$ cat src/rtl/gradient_image_pkg.sv
// Shared SIFT pipeline definitions: stage FSM encoding and source BRAM timing.
// Imported by the gradient, orientation and histogram stages.
package gradient_image_pkg;

    typedef enum logic [1:0] {
        ST_IDLE  = 2'd0,
        ST_FETCH = 2'd1,
        ST_WRITE = 2'd2
    } grad_state_e;

    // Source BRAM returns data two cycles after the address is presented.
    localparam int BRAM_RD_LAT    = 2;
    localparam int NUM_NEIGHBOURS = 4;
    localparam int FETCH_CYCLES   = NUM_NEIGHBOURS + BRAM_RD_LAT;

endpackage

$ cat src/rtl/gradient_image_if.sv
// Gradient stage bus: source BRAM read port, x/y gradient BRAM write ports, control.
// master = image controller / BRAM side, slave = gradient_image.
interface gradient_image_if #(
    parameter int WIDTH     = 4,
    parameter int HEIGHT    = 4,
    parameter int BIT_DEPTH = 8
);
    localparam int AW = $clog2(WIDTH * HEIGHT);

    logic                        start;
    logic [AW-1:0]               pixel_read_addr;
    logic [BIT_DEPTH-1:0]        pixel_in;
    logic [AW-1:0]               x_write_addr;
    logic [AW-1:0]               y_write_addr;
    logic                        x_write_valid;
    logic                        y_write_valid;
    logic signed [BIT_DEPTH-1:0] x_pixel_out;
    logic signed [BIT_DEPTH-1:0] y_pixel_out;
    logic                        busy;
    logic                        done;

    modport master (
        output start, pixel_in,
        input  pixel_read_addr, x_write_addr, y_write_addr,
        input  x_write_valid, y_write_valid, x_pixel_out, y_pixel_out,
        input  busy, done
    );

    modport slave (
        input  start, pixel_in,
        output pixel_read_addr, x_write_addr, y_write_addr,
        output x_write_valid, y_write_valid, x_pixel_out, y_pixel_out,
        output busy, done
    );

endinterface

$ cat src/rtl/gradient_image_grad_diff.sv
// Signed central difference: (a - b) at BIT_DEPTH+1 bits, arithmetic halve,
// truncate back to BIT_DEPTH. Halving keeps 8-bit inputs inside -128..127.
module grad_diff #(
    parameter int BIT_DEPTH = 8
) (
    input  logic [BIT_DEPTH-1:0]        a_i,
    input  logic [BIT_DEPTH-1:0]        b_i,
    output logic signed [BIT_DEPTH-1:0] g_o
);
    logic signed [BIT_DEPTH:0] diff;

    assign diff = $signed({1'b0, a_i}) - $signed({1'b0, b_i});
    assign g_o  = BIT_DEPTH'(diff >>> 1);

endmodule

$ cat src/rtl/gradient_image.sv
// Image gradient stage: per pixel, fetch clamped L/R/U/D neighbours from the
// source BRAM, then write Gx=(R-L)/2 and Gy=(D-U)/2 at the pixel's address.
module gradient_image
    import gradient_image_pkg::*;
#(
    parameter int WIDTH     = 4,
    parameter int HEIGHT    = 4,
    parameter int BIT_DEPTH = 8
) (
    input  logic            clk_in,
    input  logic            rst_in,
    gradient_image_if.slave bus
);
    localparam int              AW        = $clog2(WIDTH * HEIGHT);
    localparam logic [AW-1:0]   X_LAST    = AW'(WIDTH - 1);
    localparam logic [AW-1:0]   Y_LAST    = AW'(HEIGHT - 1);
    localparam logic [2:0]      CAP_FIRST = 3'(BRAM_RD_LAT);
    localparam logic [2:0]      K_LAST    = 3'(FETCH_CYCLES - 1);

    grad_state_e                 state_q;
    logic [2:0]                  k_q;
    logic [AW-1:0]               x_q, y_q;
    logic [AW-1:0]               nx, ny;
    logic                        last_px;
    logic [2:0]                  tap;
    logic [AW-1:0]               raddr_q, waddr_q;
    logic [BIT_DEPTH-1:0]        l_q, r_q, u_q;
    logic signed [BIT_DEPTH-1:0] gx, gy, gx_q, gy_q;
    logic                        wvld_q, busy_q, done_q;

    function automatic logic [AW-1:0] pix_addr(input logic [AW-1:0] px, input logic [AW-1:0] py);
        return AW'(int'(py) * WIDTH + int'(px));
    endfunction

    // k: 0=left 1=right 2=up 3=down, clamped to the image edge
    function automatic logic [AW-1:0] nbr_addr(input logic [AW-1:0] px, input logic [AW-1:0] py,
                                               input logic [1:0] k);
        logic [AW-1:0] cx, cy;
        cx = px;
        cy = py;
        case (k)
            2'd0:    cx = (px == '0)     ? px : px - 1'b1;
            2'd1:    cx = (px == X_LAST) ? px : px + 1'b1;
            2'd2:    cy = (py == '0)     ? py : py - 1'b1;
            default: cy = (py == Y_LAST) ? py : py + 1'b1;
        endcase
        return pix_addr(cx, cy);
    endfunction

    always_comb begin
        last_px = (x_q == X_LAST) && (y_q == Y_LAST);
        tap     = k_q - CAP_FIRST;
        if (x_q == X_LAST) begin
            nx = '0;
            ny = y_q + 1'b1;
        end else begin
            nx = x_q + 1'b1;
            ny = y_q;
        end
    end

    // D is never registered: it arrives on the last fetch cycle and feeds Gy directly.
    grad_diff #(.BIT_DEPTH(BIT_DEPTH)) u_gx (.a_i(r_q),          .b_i(l_q), .g_o(gx));
    grad_diff #(.BIT_DEPTH(BIT_DEPTH)) u_gy (.a_i(bus.pixel_in), .b_i(u_q), .g_o(gy));

    always_ff @(posedge clk_in or negedge rst_in) begin
        if (!rst_in) begin
            state_q <= ST_IDLE;
            k_q     <= '0;
            x_q     <= '0;
            y_q     <= '0;
            raddr_q <= '0;
            waddr_q <= '0;
            l_q     <= '0;
            r_q     <= '0;
            u_q     <= '0;
            gx_q    <= '0;
            gy_q    <= '0;
            wvld_q  <= 1'b0;
            busy_q  <= 1'b0;
            done_q  <= 1'b0;
        end else begin
            done_q <= 1'b0;
            wvld_q <= 1'b0;
            case (state_q)
                ST_IDLE: begin
                    // a start coinciding with done is dropped
                    if (bus.start && !done_q) begin
                        state_q <= ST_FETCH;
                        busy_q  <= 1'b1;
                        k_q     <= '0;
                        x_q     <= '0;
                        y_q     <= '0;
                        raddr_q <= '0;
                    end
                end
                ST_FETCH: begin
                    k_q <= k_q + 3'd1;
                    if (k_q < 3'd3)
                        raddr_q <= nbr_addr(x_q, y_q, k_q[1:0] + 2'd1);
                    if (k_q >= CAP_FIRST) begin
                        case (tap)
                            3'd0:    l_q <= bus.pixel_in;
                            3'd1:    r_q <= bus.pixel_in;
                            3'd2:    u_q <= bus.pixel_in;
                            default: ;
                        endcase
                    end
                    if (k_q == K_LAST) begin
                        state_q <= ST_WRITE;
                        waddr_q <= pix_addr(x_q, y_q);
                        wvld_q  <= 1'b1;
                        gx_q    <= gx;
                        gy_q    <= gy;
                    end
                end
                ST_WRITE: begin
                    if (last_px) begin
                        state_q <= ST_IDLE;
                        busy_q  <= 1'b0;
                        done_q  <= 1'b1;
                    end else begin
                        state_q <= ST_FETCH;
                        x_q     <= nx;
                        y_q     <= ny;
                        k_q     <= '0;
                        raddr_q <= nbr_addr(nx, ny, 2'd0);
                    end
                end
                default: state_q <= ST_IDLE;
            endcase
        end
    end

    assign bus.pixel_read_addr = raddr_q;
    assign bus.x_write_addr    = waddr_q;
    assign bus.y_write_addr    = waddr_q;
    assign bus.x_write_valid   = wvld_q;
    assign bus.y_write_valid   = wvld_q;
    assign bus.x_pixel_out     = gx_q;
    assign bus.y_pixel_out     = gy_q;
    assign bus.busy            = busy_q;
    assign bus.done            = done_q;

endmodule

$ cat src/flat_wrapper.sv
// flat-port wrapper written by rule: the top's interface ports become plain ports
module gradient_image_flat import gradient_image_pkg::*;
#(
    parameter int WIDTH     = 4,
    parameter int HEIGHT    = 4,
    parameter int BIT_DEPTH = 8
)
  (clk_in, rst_in, bus_start, bus_pixel_in, bus_pixel_read_addr, bus_x_write_addr, bus_y_write_addr, bus_x_write_valid, bus_y_write_valid, bus_x_pixel_out, bus_y_pixel_out, bus_busy, bus_done);
  gradient_image_if #(.WIDTH(WIDTH), .HEIGHT(HEIGHT), .BIT_DEPTH(BIT_DEPTH)) bus_i ();
  input  logic clk_in;
  input  logic rst_in;
  input wire logic [$bits(bus_i.start)-1:0] bus_start;
  input wire logic [$bits(bus_i.pixel_in)-1:0] bus_pixel_in;
  output wire logic [$bits(bus_i.pixel_read_addr)-1:0] bus_pixel_read_addr;
  output wire logic [$bits(bus_i.x_write_addr)-1:0] bus_x_write_addr;
  output wire logic [$bits(bus_i.y_write_addr)-1:0] bus_y_write_addr;
  output wire logic [$bits(bus_i.x_write_valid)-1:0] bus_x_write_valid;
  output wire logic [$bits(bus_i.y_write_valid)-1:0] bus_y_write_valid;
  output wire logic [$bits(bus_i.x_pixel_out)-1:0] bus_x_pixel_out;
  output wire logic [$bits(bus_i.y_pixel_out)-1:0] bus_y_pixel_out;
  output wire logic [$bits(bus_i.busy)-1:0] bus_busy;
  output wire logic [$bits(bus_i.done)-1:0] bus_done;
  assign bus_i.start = bus_start;
  assign bus_i.pixel_in = bus_pixel_in;
  assign bus_pixel_read_addr = bus_i.pixel_read_addr;
  assign bus_x_write_addr = bus_i.x_write_addr;
  assign bus_y_write_addr = bus_i.y_write_addr;
  assign bus_x_write_valid = bus_i.x_write_valid;
  assign bus_y_write_valid = bus_i.y_write_valid;
  assign bus_x_pixel_out = bus_i.x_pixel_out;
  assign bus_y_pixel_out = bus_i.y_pixel_out;
  assign bus_busy = bus_i.busy;
  assign bus_done = bus_i.done;
  gradient_image #(.WIDTH(WIDTH), .HEIGHT(HEIGHT), .BIT_DEPTH(BIT_DEPTH)) u_core (.clk_in(clk_in), .rst_in(rst_in), .bus(bus_i));
endmodule
$ cat config.mk
export PLATFORM = sky130hd
export DESIGN_NAME = gradient_image_flat
export DESIGN_NICKNAME = d
export VERILOG_FILES = /design/src/rtl/gradient_image_pkg.sv /design/src/rtl/gradient_image_if.sv /design/src/rtl/gradient_image_grad_diff.sv /design/src/rtl/gradient_image.sv /design/src/flat_wrapper.sv
export SDC_FILE = /design/constraint.sdc
export NUM_CORES = 1
export LEC_CHECK = 0
export ABC_AREA = 1
export CAP_MARGIN = 5
export CORE_UTILIZATION = 25
export DETAILED_ROUTE_END_ITERATION = 16
export SETUP_SLACK_MARGIN = 0.05
export SLEW_MARGIN = 20
export SYNTH_ARGS = -nofsm -noshare
export SYNTH_HDL_FRONTEND = slang
export SYNTH_SLANG_ARGS = --single-unit
$ cat constraint.sdc
create_clock -name clk_in -period 4.12 [get_ports clk_in]
set_input_delay 0.824 -clock clk_in [delete_from_list [all_inputs] [get_ports clk_in]]
set_output_delay 0.824 -clock clk_in [all_outputs]
set_load 0.005 [all_outputs]
# Yosys cells after proc, flatten, opt, wreduce, memory -nomap -nowiden
# Index checks and enable logic that the tools add are counted.
# totals
in_bits	11
wordCells	102
register_bits	64
output_inout_bits	32
# classes
reduce_logical	21
add_sub_neg	13
eq_ne	14
magnitude_cmp	2
mux	38
# op_table
operator	n
$mux W4	14
$pmux W4 S2	3
$reduce_and A3 Y1	6
$sub A8 B8 Y9	2
$mux W2	7
$add A4 B4 Y4	3
$logic_not A4 Y1	3
$pmux W4 S3	1
$pmux W3 S3	1
$add A4 B1 Y4 const B	2
$eq A4 B2 Y1 const B	2
$ne A2 B1 Y1 const B	4
$sub A4 B1 Y4 const B	2
$mux W1	7
$mux W3	2
$pmux W2 S3	1
$eq A2 B1 Y1 const B	2
$eq A2 B2 Y1 const B	2
$logic_not A2 Y1	2
$pmux W2 S2	1
$reduce_and A2 Y1	2
$reduce_and A4 Y1	1
$add A3 B1 Y3 const B	1
$eq A3 B1 Y1 const B	1
15 further kinds	16

# Longest topological paths before layout
# depth
word_depth	9
mapped_depth	17

# By module
# A second synthesis with hierarchy kept.
# hier_totals
cells_unflattened	554
area_unflattened_um2	4192.8
# modules_own_cells
module	area_each_um2	instances	cells_each
gradient_image	3379.5	1	410
grad_diff	406.6	2	72

# Worst setup path before layout
# Ideal clock, no wire load.
# synth_timing
path_type	input port to flip-flop
start	input port bus_pixel_in[1]
end	register u_core.gy_q[5], in the netlist u_core.bus.y_pixel_out[5]
t_arrival_ns	2.034
setup_time_ns	0.121
path_slack_ns	1.965
path_buffers	0
stages	10
required_time_ns	3.999
path_cell_list	inv_1 > fa_1 > nand3b_1 > nand2_1 > nand2_1 > nand2_1 > a21oi_1 > nor2_1 > nor2_1 > a22o_1
# synth_between
elab_chain_cells	1
# synth_lines
item	line_no	rtl
start: declaration	flat_wrapper.sv:13	input wire logic [$bits(bus_i.pixel_in)-1:0] bus_pixel_in;
$sub A8 B8 Y9	gradient_image_grad_diff.sv:12	assign diff = $signed({1'b0, a_i}) - $signed({1'b0, b_i});
end signal: assignment	gradient_image.sv:114	gy_q <= gy;
end: declaration	gradient_image.sv:28	logic signed [BIT_DEPTH-1:0] gx, gy, gx_q, gy_q;
# Every way passes these cells.
# A chain may end at the register's enable or synchronous reset.

# Worst setup path after layout
# Ends and elaborated chain as after synthesis.

==> flow_summary_export.csv <==
group,metric,value,unit
run_status,run_status,"finished, final reports clean",
placement,finalWeightedCongestion,0.8252,
grt,grt_start_max_net_pins,44,
finish,total_nets_final,584,
placement,postPlaceCellArea,0.004598,mm²
placement,dpl.cell_count,734,
finish,fin_cells,749,
die,fp.dieArea,0.01657,mm²
setup_path,path_class,"in2reg",
die,floorplan.rows,45,
cts,cts-buffers-inserted,9,
die,die_w,128.7,µm
timing,finalWorstPathRequiredPeriod,2.447,ns
setup_path,critPathMaxStageDelay,0.48,ns
timing,report.final.setup_viol,0,
timing,rsz_0062_raised_after_global_routing,"no",
logic_synthesis,synth_top_family_by_area,"simple AND/OR/NAND/NOR gates",
setup_path,critical_path.cell_chain,"clkdlybuf4s50_1 -> inv_1 -> fa_1 -> nand3b_1 -> nand2_1 -> nand2_1 -> nand2_1 -> a21oi_1 -> nor2_1 -> nor2_1 -> a22o_1",
routing,drt_iter0_drcs,142,
cts,cts_hold_buffers,0,
routing,antenna_left,0,
die,floorplan.core_area,0.01543,mm²
cts,clock-sinks,64,
die,floorplan.initialDensity,26.02,%
die,floorplan.io_pins,43,
routing,post-route-drc-count,0,
logic_synthesis,avgSynthCellArea,8.092,µm²
setup_path,crit-reg2reg-launch,"u_core.x_q[1]",
timing,finalClockSkew,0.005261,ns
setup_path,critical_path.reg2reg.endpoint,"u_core.bus.pixel_read_addr[3]",
grt,grt_util_all_layers,11.63,%
setup_path,critical_path_arrival,2.67,ns
logic_synthesis,synth-adder-area-share,12.53,%
pwr,total_leakage_power,2.521,nW
cts,clockRootBuffer,"clkbuf_16",
timing,tightestPinTransition,0.6160,ns
timing,max_freq,0.4086,GHz
setup_path,worstPathMaxFanout,4,
cts,skew_pair_late_insertion_delay,0.33,ns
finish,drive_gt1_share,7.621,%
grt,global_route.overflow_total,0,
setup_path,critical-path-slowest-cell,"clkdlybuf4s50_1",
setup_path,cp-end-kind,"flip-flop",
timing,hold_violations,0,
logic_synthesis,post_synth_instance_area,0.004014,mm²
die,dieHeight,128.7,µm
setup_path,reg2reg_slack,1.78,ns
pwr,p_per_area,631.5,mW/mm²
routing,via_count,3206,
logic_synthesis,synth-xor-area-share,2.400,%
timing,max-slew-margin-rel,58.88,%
cts,tritoncts,"yes",
timing,timing.final.max_slew_violations,0,
cts,clk_pin_slew,0.05,ns
placement,io_buffer_count,42,
logic_synthesis,synth_compound_area_share,14.46,%
cts,h-tree-depth,3,
routing,drt-pass1-iter-count,4,
timing,timing.setup.tns,0,ns
cts,cts.path.max_buffers,2,
pwr,design_power_total,3.121,mW
placement,place_ws,1.315,ns
logic_synthesis,synth.area.mux_share,0,%
grt,first_global_vias,3042,
logic_synthesis,synth_top_area_share,39.90,%
grt,antenna_violations_before_repair,0,
timing,worst_setup_slack_after_layout,1.673,ns
setup_path,critical_path_required,4.34,ns
logic_synthesis,synth.top_cells.by_area,"dfrtp_1 (40%), ha_1 (12%), nand2_1 (11%), o21ai_0 (7.0%), inv_1 (6.5%)",
pwr,max-vdd-ir-drop,0.0003250,V
timing,final_min_period_over_clock_period,59.40,%
grt,grt_first_pass_wirelength,14860,µm
finish,layout.core_utilization,32.04,%
logic_synthesis,synth_simple_gate_area_share,21.23,%
setup_path,path_common_cell,"nand2_1",
logic_synthesis,ys.warnings.count,0,
routing,drt-vias-per-instance,4.280,
logic_synthesis,synth.ff_latch_count,64,
placement,post_detail_place_hpwl,6774,µm
logic_synthesis,syn_nets,546,
routing,route.detailed.wl_per_inst,11.86,µm
cts,cts_repair_resize_count,0,
setup_path,start_kind,"primary input",
logic_synthesis,post_synthesis_cell_type_count,36,
flow_run,max-cap-violations,0,
worst_hold_path,worstHoldPathType,"in2async",
finish,filler_instances,1656,
logic_synthesis,synth_seq_area_share,39.90,%
logic_synthesis,postSynthCellCount,496,
finish,area_growth,23.13,%
cts,cts.repair_timing.setup_buffer_count,0,
routing,wl,8880,µm
finish,diodes,0,
timing,fin_worst_hold_slack,0.4544,ns
logic_synthesis,synthDominantAreaCellType,"dfrtp_1",
finish,final_design_area_no_fill,0.004942,mm²
setup_path,reg2reg_depth,17,
## worst max-delay path: cells and delay by family
family | cells | cell delay, ns
AOI/OAI and AO/OA | 2 | 0.26
buffers and inverters | 2 | 0.57
adders and majority gates | 1 | 0.44
and+or+nand+nor | 6 | 0.57
## synthesized netlist by cell type, drive strengths merged
master  count
a211oi      2
a21oi      21
ha         37
o21a        1
o211ai      1
a22oi       1
inv        74
buf         8
o21ai      62
nand2     127
xor2        9
clkbuf      8
o31ai       2
o22ai       7
a21boi      2
xnor2       2
nor2       33
a22o        4
nand4       4
nand3b      2
dfrtp      64
fa          2
nand3      23
## cell type report
type                            instances  area, µm²  area share [%]
Multi-Input combinational cell        342       2032           41.11
Clock buffer                           10      239.0           4.835
Tap cell                              211      264.0           5.342
Timing Repair Buffer                   43      422.9           8.557
Inverter                               74      277.8           5.620
Clock inverter                          5      105.1           2.127
Sequential cell                        64       1602           32.41
## registers in the layout, indices dropped and copies added, names as in the netlist
signal                      cells
u_core.bus.busy                 1
u_core.bus.done                 1
u_core.bus.pixel_read_addr      4
u_core.bus.x_pixel_out          8
u_core.bus.x_write_addr         4
u_core.bus.x_write_valid        1
u_core.bus.y_pixel_out          8
u_core.k_q                      3
u_core.l_q                      8
u_core.r_q                      8
u_core.state_q                  2
u_core.u_q                      8
u_core.x_q                      4
u_core.y_q                      4
## power by group
part	switching [mW]	internal [mW]
combinational	0.733	0.567
sequential	0.128	0.811
clock	0.279	0.604
## how the worst max path moves through the flow
stage | startpoint | end | slack [ns] | cells past startpoint
2_1_floorplan | bus_pixel_in[1] | u_core.bus.y_pixel_out[5] | 1.96 | 10
6_report | bus_pixel_in[1] | u_core.bus.y_pixel_out[5] | 1.67 | 11
4_1_cts | bus_pixel_in[1] | u_core.bus.y_pixel_out[5] | 1.67 | 11
3_3_place_gp | bus_pixel_in[1] | u_core.bus.y_pixel_out[5] | 1.32 | 11
3_5_place_dp | bus_pixel_in[1] | u_core.bus.y_pixel_out[5] | 1.31 | 11
5_1_grt | bus_pixel_in[1] | u_core.bus.y_pixel_out[5] | 1.47 | 11
## metal layers
layer / vias to the layer above / share of wire [%] / global-route usage (%)
met3: 11 / 2.9 / 2.869
met4: 0 / 1.0 / 2.907
li1: 1674 / - / -
met5: - / 0 / 0
met2: 39 / 46 / 18.92
met1: 1482 / 50 / 15.44
## cells by family (layout without fill, tap and decap cells)
kind of cell / after synthesis / after routing
simple gates: 189 / 189
compound gates: 103 / 103
buf+inv: 90 / 132
flops: 64 / 64
fa+ha+maj: 39 / 39
xor+xnor: 11 / 11
## placed cells by master (no fill, tap or decap), types with 2 or more instances in the layout
cell,instances
xnor2_1,2
o21ai_2,2
nand2_2,4
o31ai_1,2
clkbuf_16,9
a211oi_1,2
bufinv_16,3
a21oi_1,20
ha_1,37
a22o_1,4
clkdlybuf4s50_1,41
fa_1,2
dfrtp_1,64
nand3_1,22
nand2_1,118
inv_1,69
o22ai_1,7
inv_2,5
nand2_4,5
o21ai_0,56
nor2_4,3
xor2_1,9
nand4_1,3
a21boi_0,2
clkinvlp_4,2
o21ai_1,4
nor2_1,29
Power figures use the tool's default switching activity.
